[src/rtl/logic_unit_arbiter_if.sv]
// Handshake bundle between the two issue front ends, the shared logic unit
// and the response consumer of logic_unit_arbiter.
//   req0_*/req1_* : requester valid/ready handshake with opcode and operands
//   lu_*          : operands/opcode driven to the shared unit, lu_s its result
//   resp_*        : result handshake back to the owning requester
// Modports: slave = arbiter side, master = environment side.
interface logic_unit_arbiter_if #(
    parameter int unsigned WIDTH = 8
);
    logic             req0_valid;
    logic             req0_ready;
    logic [1:0]       req0_op;
    logic [WIDTH-1:0] req0_a;
    logic [WIDTH-1:0] req0_b;
    logic             req1_valid;
    logic             req1_ready;
    logic [1:0]       req1_op;
    logic [WIDTH-1:0] req1_a;
    logic [WIDTH-1:0] req1_b;
    logic [WIDTH-1:0] lu_a;
    logic [WIDTH-1:0] lu_b;
    logic [1:0]       lu_ctrl;
    logic [WIDTH-1:0] lu_s;
    logic             resp_valid;
    logic             resp_id;
    logic [WIDTH-1:0] resp_data;
    logic             resp_ready;

    modport slave (
        input  req0_valid, req0_op, req0_a, req0_b,
        input  req1_valid, req1_op, req1_a, req1_b,
        input  lu_s, resp_ready,
        output req0_ready, req1_ready,
        output lu_a, lu_b, lu_ctrl,
        output resp_valid, resp_id, resp_data
    );

    modport master (
        output req0_valid, req0_op, req0_a, req0_b,
        output req1_valid, req1_op, req1_a, req1_b,
        output lu_s, resp_ready,
        input  req0_ready, req1_ready,
        input  lu_a, lu_b, lu_ctrl,
        input  resp_valid, resp_id, resp_data
    );
endinterface

[src/rtl/logic_unit_arbiter.sv]
// Shares one combinational AND/OR/NOT/NAND unit between two requesters.
// Accepts one request at a time in IDLE, drives the unit from registered
// operands in EXEC, captures the result and holds it in RESP until consumed.
// Ports:
//   clk   : rising-edge clock
//   rst_n : synchronous active-low reset
//   bus   : logic_unit_arbiter_if.slave (requests, shared unit, response)
// Build option: LOGIC_ARB_RR_EN selects round-robin arbitration; when
// undefined, requester 0 has fixed priority under contention.
module logic_unit_arbiter #(
    parameter int unsigned WIDTH = 8
) (
    input  logic                    clk,
    input  logic                    rst_n,
    logic_unit_arbiter_if.slave     bus
);
    typedef enum logic [1:0] {
        IDLE = 2'd0,
        EXEC = 2'd1,
        RESP = 2'd2
    } state_t;

    state_t           state;
    state_t           state_nx;
    logic             pref;
    logic             sel;
    logic             fire;
    logic             ready0;
    logic             ready1;
    logic [WIDTH-1:0] lu_a_q;
    logic [WIDTH-1:0] lu_b_q;
    logic [1:0]       lu_ctrl_q;
    logic [WIDTH-1:0] resp_data_q;
    logic             resp_id_q;
    logic             resp_valid_q;

`ifdef LOGIC_ARB_RR_EN
    logic rr_ptr;

    // Preferred requester flips to the other one after every accept.
    always_ff @(posedge clk) begin
        if (!rst_n) begin
            rr_ptr <= 1'b0;
        end else if (fire) begin
            rr_ptr <= ~sel;
        end
    end

    assign pref = rr_ptr;
`else
    assign pref = 1'b0;
`endif

    // Under contention the preferred requester wins; otherwise whoever is valid.
    assign sel  = (bus.req0_valid & bus.req1_valid) ? pref : bus.req1_valid;
    assign fire = ready0 | ready1;

    // State register.
    always_ff @(posedge clk) begin
        if (!rst_n) begin
            state <= IDLE;
        end else begin
            state <= state_nx;
        end
    end

    // Next-state logic.
    always_comb begin
        state_nx = state;
        case (state)
            IDLE:    if (fire) state_nx = EXEC;
            EXEC:    state_nx = RESP;
            RESP:    if (bus.resp_ready) state_nx = IDLE;
            default: state_nx = IDLE;
        endcase
    end

    // Ready decode; held low while reset is asserted.
    always_comb begin
        ready0 = 1'b0;
        ready1 = 1'b0;
        if (rst_n && (state == IDLE)) begin
            ready0 = bus.req0_valid & ~sel;
            ready1 = bus.req1_valid & sel;
        end
    end

    // Operand latch on accept, result capture in EXEC, response flag.
    always_ff @(posedge clk) begin
        if (!rst_n) begin
            lu_a_q       <= '0;
            lu_b_q       <= '0;
            lu_ctrl_q    <= 2'b00;
            resp_id_q    <= 1'b0;
            resp_data_q  <= '0;
            resp_valid_q <= 1'b0;
        end else begin
            if (fire) begin
                lu_a_q    <= sel ? bus.req1_a  : bus.req0_a;
                lu_b_q    <= sel ? bus.req1_b  : bus.req0_b;
                lu_ctrl_q <= sel ? bus.req1_op : bus.req0_op;
                resp_id_q <= sel;
            end
            if (state == EXEC) begin
                resp_data_q <= bus.lu_s;
            end
            resp_valid_q <= (state_nx == RESP);
        end
    end

    assign bus.req0_ready = ready0;
    assign bus.req1_ready = ready1;
    assign bus.lu_a       = lu_a_q;
    assign bus.lu_b       = lu_b_q;
    assign bus.lu_ctrl    = lu_ctrl_q;
    assign bus.resp_valid = resp_valid_q;
    assign bus.resp_id    = resp_id_q;
    assign bus.resp_data  = resp_data_q;
endmodule

[src/flat_wrapper.sv]
// flat-port wrapper written by rule: the top's interface ports become plain ports
module logic_unit_arbiter_flat 
#(
    parameter int unsigned WIDTH = 8
)
  (clk, rst_n, bus_req0_valid, bus_req0_op, bus_req0_a, bus_req0_b, bus_req1_valid, bus_req1_op, bus_req1_a, bus_req1_b, bus_lu_s, bus_resp_ready, bus_req0_ready, bus_req1_ready, bus_lu_a, bus_lu_b, bus_lu_ctrl, bus_resp_valid, bus_resp_id, bus_resp_data);
  logic_unit_arbiter_if #(.WIDTH(WIDTH)) bus_i ();
  input  logic clk;
  input  logic rst_n;
  input wire logic [$bits(bus_i.req0_valid)-1:0] bus_req0_valid;
  input wire logic [$bits(bus_i.req0_op)-1:0] bus_req0_op;
  input wire logic [$bits(bus_i.req0_a)-1:0] bus_req0_a;
  input wire logic [$bits(bus_i.req0_b)-1:0] bus_req0_b;
  input wire logic [$bits(bus_i.req1_valid)-1:0] bus_req1_valid;
  input wire logic [$bits(bus_i.req1_op)-1:0] bus_req1_op;
  input wire logic [$bits(bus_i.req1_a)-1:0] bus_req1_a;
  input wire logic [$bits(bus_i.req1_b)-1:0] bus_req1_b;
  input wire logic [$bits(bus_i.lu_s)-1:0] bus_lu_s;
  input wire logic [$bits(bus_i.resp_ready)-1:0] bus_resp_ready;
  output wire logic [$bits(bus_i.req0_ready)-1:0] bus_req0_ready;
  output wire logic [$bits(bus_i.req1_ready)-1:0] bus_req1_ready;
  output wire logic [$bits(bus_i.lu_a)-1:0] bus_lu_a;
  output wire logic [$bits(bus_i.lu_b)-1:0] bus_lu_b;
  output wire logic [$bits(bus_i.lu_ctrl)-1:0] bus_lu_ctrl;
  output wire logic [$bits(bus_i.resp_valid)-1:0] bus_resp_valid;
  output wire logic [$bits(bus_i.resp_id)-1:0] bus_resp_id;
  output wire logic [$bits(bus_i.resp_data)-1:0] bus_resp_data;
  assign bus_i.req0_valid = bus_req0_valid;
  assign bus_i.req0_op = bus_req0_op;
  assign bus_i.req0_a = bus_req0_a;
  assign bus_i.req0_b = bus_req0_b;
  assign bus_i.req1_valid = bus_req1_valid;
  assign bus_i.req1_op = bus_req1_op;
  assign bus_i.req1_a = bus_req1_a;
  assign bus_i.req1_b = bus_req1_b;
  assign bus_i.lu_s = bus_lu_s;
  assign bus_i.resp_ready = bus_resp_ready;
  assign bus_req0_ready = bus_i.req0_ready;
  assign bus_req1_ready = bus_i.req1_ready;
  assign bus_lu_a = bus_i.lu_a;
  assign bus_lu_b = bus_i.lu_b;
  assign bus_lu_ctrl = bus_i.lu_ctrl;
  assign bus_resp_valid = bus_i.resp_valid;
  assign bus_resp_id = bus_i.resp_id;
  assign bus_resp_data = bus_i.resp_data;
  logic_unit_arbiter #(.WIDTH(WIDTH)) u_core (.clk(clk), .rst_n(rst_n), .bus(bus_i));
endmodule
[config.mk]
export PLATFORM = sky130hd
export DESIGN_NAME = logic_unit_arbiter_flat
export DESIGN_NICKNAME = d
export VERILOG_FILES = /design/src/rtl/logic_unit_arbiter_if.sv /design/src/rtl/logic_unit_arbiter.sv /design/src/flat_wrapper.sv
export SDC_FILE = /design/constraint.sdc
export NUM_CORES = 1
export LEC_CHECK = 0
export ABC_AREA = 1
export CAP_MARGIN = 20
export CORE_MARGIN = 3
export CORE_UTILIZATION = 43
export CTS_CLUSTER_SIZE = 8
export DETAILED_ROUTE_END_ITERATION = 16
export GPL_TIMING_DRIVEN = 1
export PLACE_DENSITY = 0.9
export SETUP_SLACK_MARGIN = 0.2
export SYNTH_ARGS = -nofsm -noshare
export SYNTH_HDL_FRONTEND = slang
export SYNTH_SLANG_ARGS = --single-unit
[constraint.sdc]
create_clock -name clk -period 2.5 [get_ports clk]
set_clock_uncertainty 0.05 [all_clocks]
set_input_delay 0.5 -clock clk [delete_from_list [all_inputs] [get_ports clk]]
set_output_delay 0.5 -clock clk [all_outputs]
set_load 0.02 [all_outputs]
==> results.yml <==
floorplan:
  die_area_um2: 4483
  fp.dieH_um: 66.96
  floorplan.initialDensity_pct: 46.07
  pin_count: 79
  core_um2: 3468
  fp-row-count: 21
  die_w_um: 66.96
worst_setup_path:
  timing.rr.end: "u_core.bus.resp_data[3]"
  rrSetupSlack_ns: 0.88
  end_kind: "output pin"
  crit_arrival_ns: 1.62
  worst_r2r_path_depth: 5
  r2r_start: "u_core.state[0]"
  worstSetupPathType: "input pin to output pin"
  required_ns: 1.95
  start_kind: "input pin"
  cp_max_fo: 2
drt:
  ant_nets: 0
  dr.pass1.iters: 4
  routedWlPerCell_um: 12.04
  drcViolationCount: 0
  via_per_inst: 4.536
  vias: 1624
  drtIter0Drc: 90
  routed_wl_um: 4309
clock_network:
  clk_pin_slew_worst_paths_ns: 0.07
  clockBufferDepth: 2
  cts_tree: "done"
  clock-root-buffer: "clkbuf_8"
  clk_latency_ns: 0.29
  postCtsHoldBufs: 0
  cts_inserted_buffers: 5
  h-tree-depth: 2
  postCtsSetupRepairBufs: 0
  cts.sinks: 30
layout:
  postLayoutCellArea_um2: 2537
  final_nets: 360
  nFillCells: 276
  regArea_um2: 600.6
  diodes: 0
  multi_input_area_um2: 804.5
  drive_above_1_share_pct: 15.38
  layoutNonFillerInstCount: 358
  synthToLayoutAreaGrowth_pct: 58.81
sta:
  worst_pin_slew_ns: 0.6351
  relSlewSlack_pct: 57.51
  setup_slack_ns: 0.3252
  finalHoldViolCount: 0
  fin_crit_sh_pct: 86.99
  setup_viol: 0
  grt_setup_unrepaired: "no"
  slew_viol_final: 0
  min_period_ns: 2.175
  holdWs_ns: 0.4225
  max_freq_ghz: 0.4598
  tns_ns: 0
status:
  run_status: "complete, no violations"
power_and_ir_drop:
  ir_drop_v: 0.0004202
  leakage_nw: 1.264
  p_per_area_nw_per_um2: 627.4
place:
  port_buffers: 78
  dpl_cell_area_um2: 2397
  place.gp.congestion: 0.6748
  hpwl_um: 3103
  pre_cts_ws_ns: 0.04659
  placed_cells: 350
min_path:
  hold_path.class: "flip-flop to flip-flop"
  whs_path_depth: 2
  hold-path-endpoint: "u_core.bus.resp_id"
  hp-start: "u_core.bus.resp_id"
grt:
  grt_max_degree: 31
  grt_pass1_vias: 1605
  groute.usage.overall_pct: 20.88
  antenna_found_initial: 0
  grt_pass1_wl_um: 6969
  overflow: 0
synthesis:
  syn-cell-area_um2: 1598
  synth_seq_cells: 30
  yosysWarningCount: 0
  synth_nets: 278
  ys_seq_area_share_pct: 37.59
  netlist_instances: 229
  synth_cell_types: 19
  syn_avg_cell_area_um2: 6.977
run:
  cap_violations: 0
## where the power goes
| group | switching, W | internal, W |
|---|---|---|
| Clock | 0.000190 | 0.000425 |
| Combinational | 0.000212 | 0.000214 |
| Sequential | 0.0000247 | 0.000526 |
| Total | 0.000427 | 0.00117 |
## how the worst max path moves through the flow
stage | from | end | cells after the start
after floorplan | bus_req1_valid | bus_req1_ready | 5
after global placement | bus_req0_valid | bus_req0_ready | 4
after detailed placement | bus_req1_valid | bus_req1_ready | 6
after CTS | bus_req1_valid | bus_req1_ready | 6
after global routing | bus_req1_valid | bus_req1_ready | 6
final | bus_req1_valid | bus_req1_ready | 6
## state kept, by name (all words and copies together) (netlist names)
signal	cells
u_core.bus.lu_a	8
u_core.bus.lu_b	8
u_core.bus.lu_ctrl	2
u_core.bus.resp_data	8
u_core.bus.resp_id	1
u_core.bus.resp_valid	1
u_core.state	2
## placed cells by master (no fill, tap or decap)
cell,instances
clkdlybuf4s50_1,76
nand2_1,74
nor2_1,46
dfxtp_1,30
inv_1,24
nand3_2,18
o21ai_0,8
nor2_2,8
buf_4,8
clkbuf_8,6
nor2_4,2
nand3_1,2
o21a_1,2
bufinv_16,2
dlygate4sd2_1,2
inv_2,1
nand3_4,1
nand2_2,1
o211ai_2,1
## metrics by stage
stage	utilization, %	total power [W]
after floorplan	-	0.0007913
after global placement	69.12	0.0009784
after detailed placement	69.12	0.0009914
after CTS	73.16	0.001603
after global routing	73.16	0.001663
final	73.16	0.001592
## area by class of cell
class / instances / area share (%)
clock inverters: 2 / 2.367
repair buffers: 86 / 33.04
clock buffers: 6 / 3.254
well taps: 46 / 2.268
inverters: 25 / 3.698
multi-input cells: 163 / 31.71
flip-flops and latches: 30 / 23.67
## Yosys cell counts, drive strengths merged
| library cell | n | area, µm² |
|---|---|---|
| o211ai | 1 | 12.51 |
| inv | 25 | 93.84 |
| o21ai | 8 | 40.04 |
| dfxtp | 30 | 600.6 |
| buf | 9 | 77.57 |
| o21a | 2 | 15.01 |
| clkbuf | 2 | 21.27 |
| nor2 | 56 | 245.2 |
| nand3 | 21 | 207.7 |
| nand2 | 75 | 284.0 |
## cells by family after synthesis
kind of cell    count (synthesis)  share of synthesized area [%]
simple gates                  152                          46.12
buf+inv                        36                          12.06
flops                          30                          37.59
compound gates                 11                          4.228
## critical path, cell delays in order
cell and delay, ns:
clkdlybuf4s50_1 0.50, inv_2 0.06, nor2_4 0.11, nand3_4 0.08, inv_1 0.06, dlygate4sd2_1 0.32
## per-layer routing
| layer | GRT usage (%) | vias to the layer above | part of all wire, % |
|---|---|---|---|
| li1 | - | 849 | - |
| met1 | 21.90 | 713 | 42 |
| met2 | 37.00 | 51 | 48 |
| met3 | 7.083 | 11 | 7.7 |
| met4 | 9.873 | 0 | 2.3 |
| met5 | 0 | - | 0 |
## timing repair
action                     4_1_cts  5_1_grt
setup endpoints to repair        2        0
gates resized for setup          2        0
hold endpoints to repair         0        0
Power figures use the tool's default switching activity.
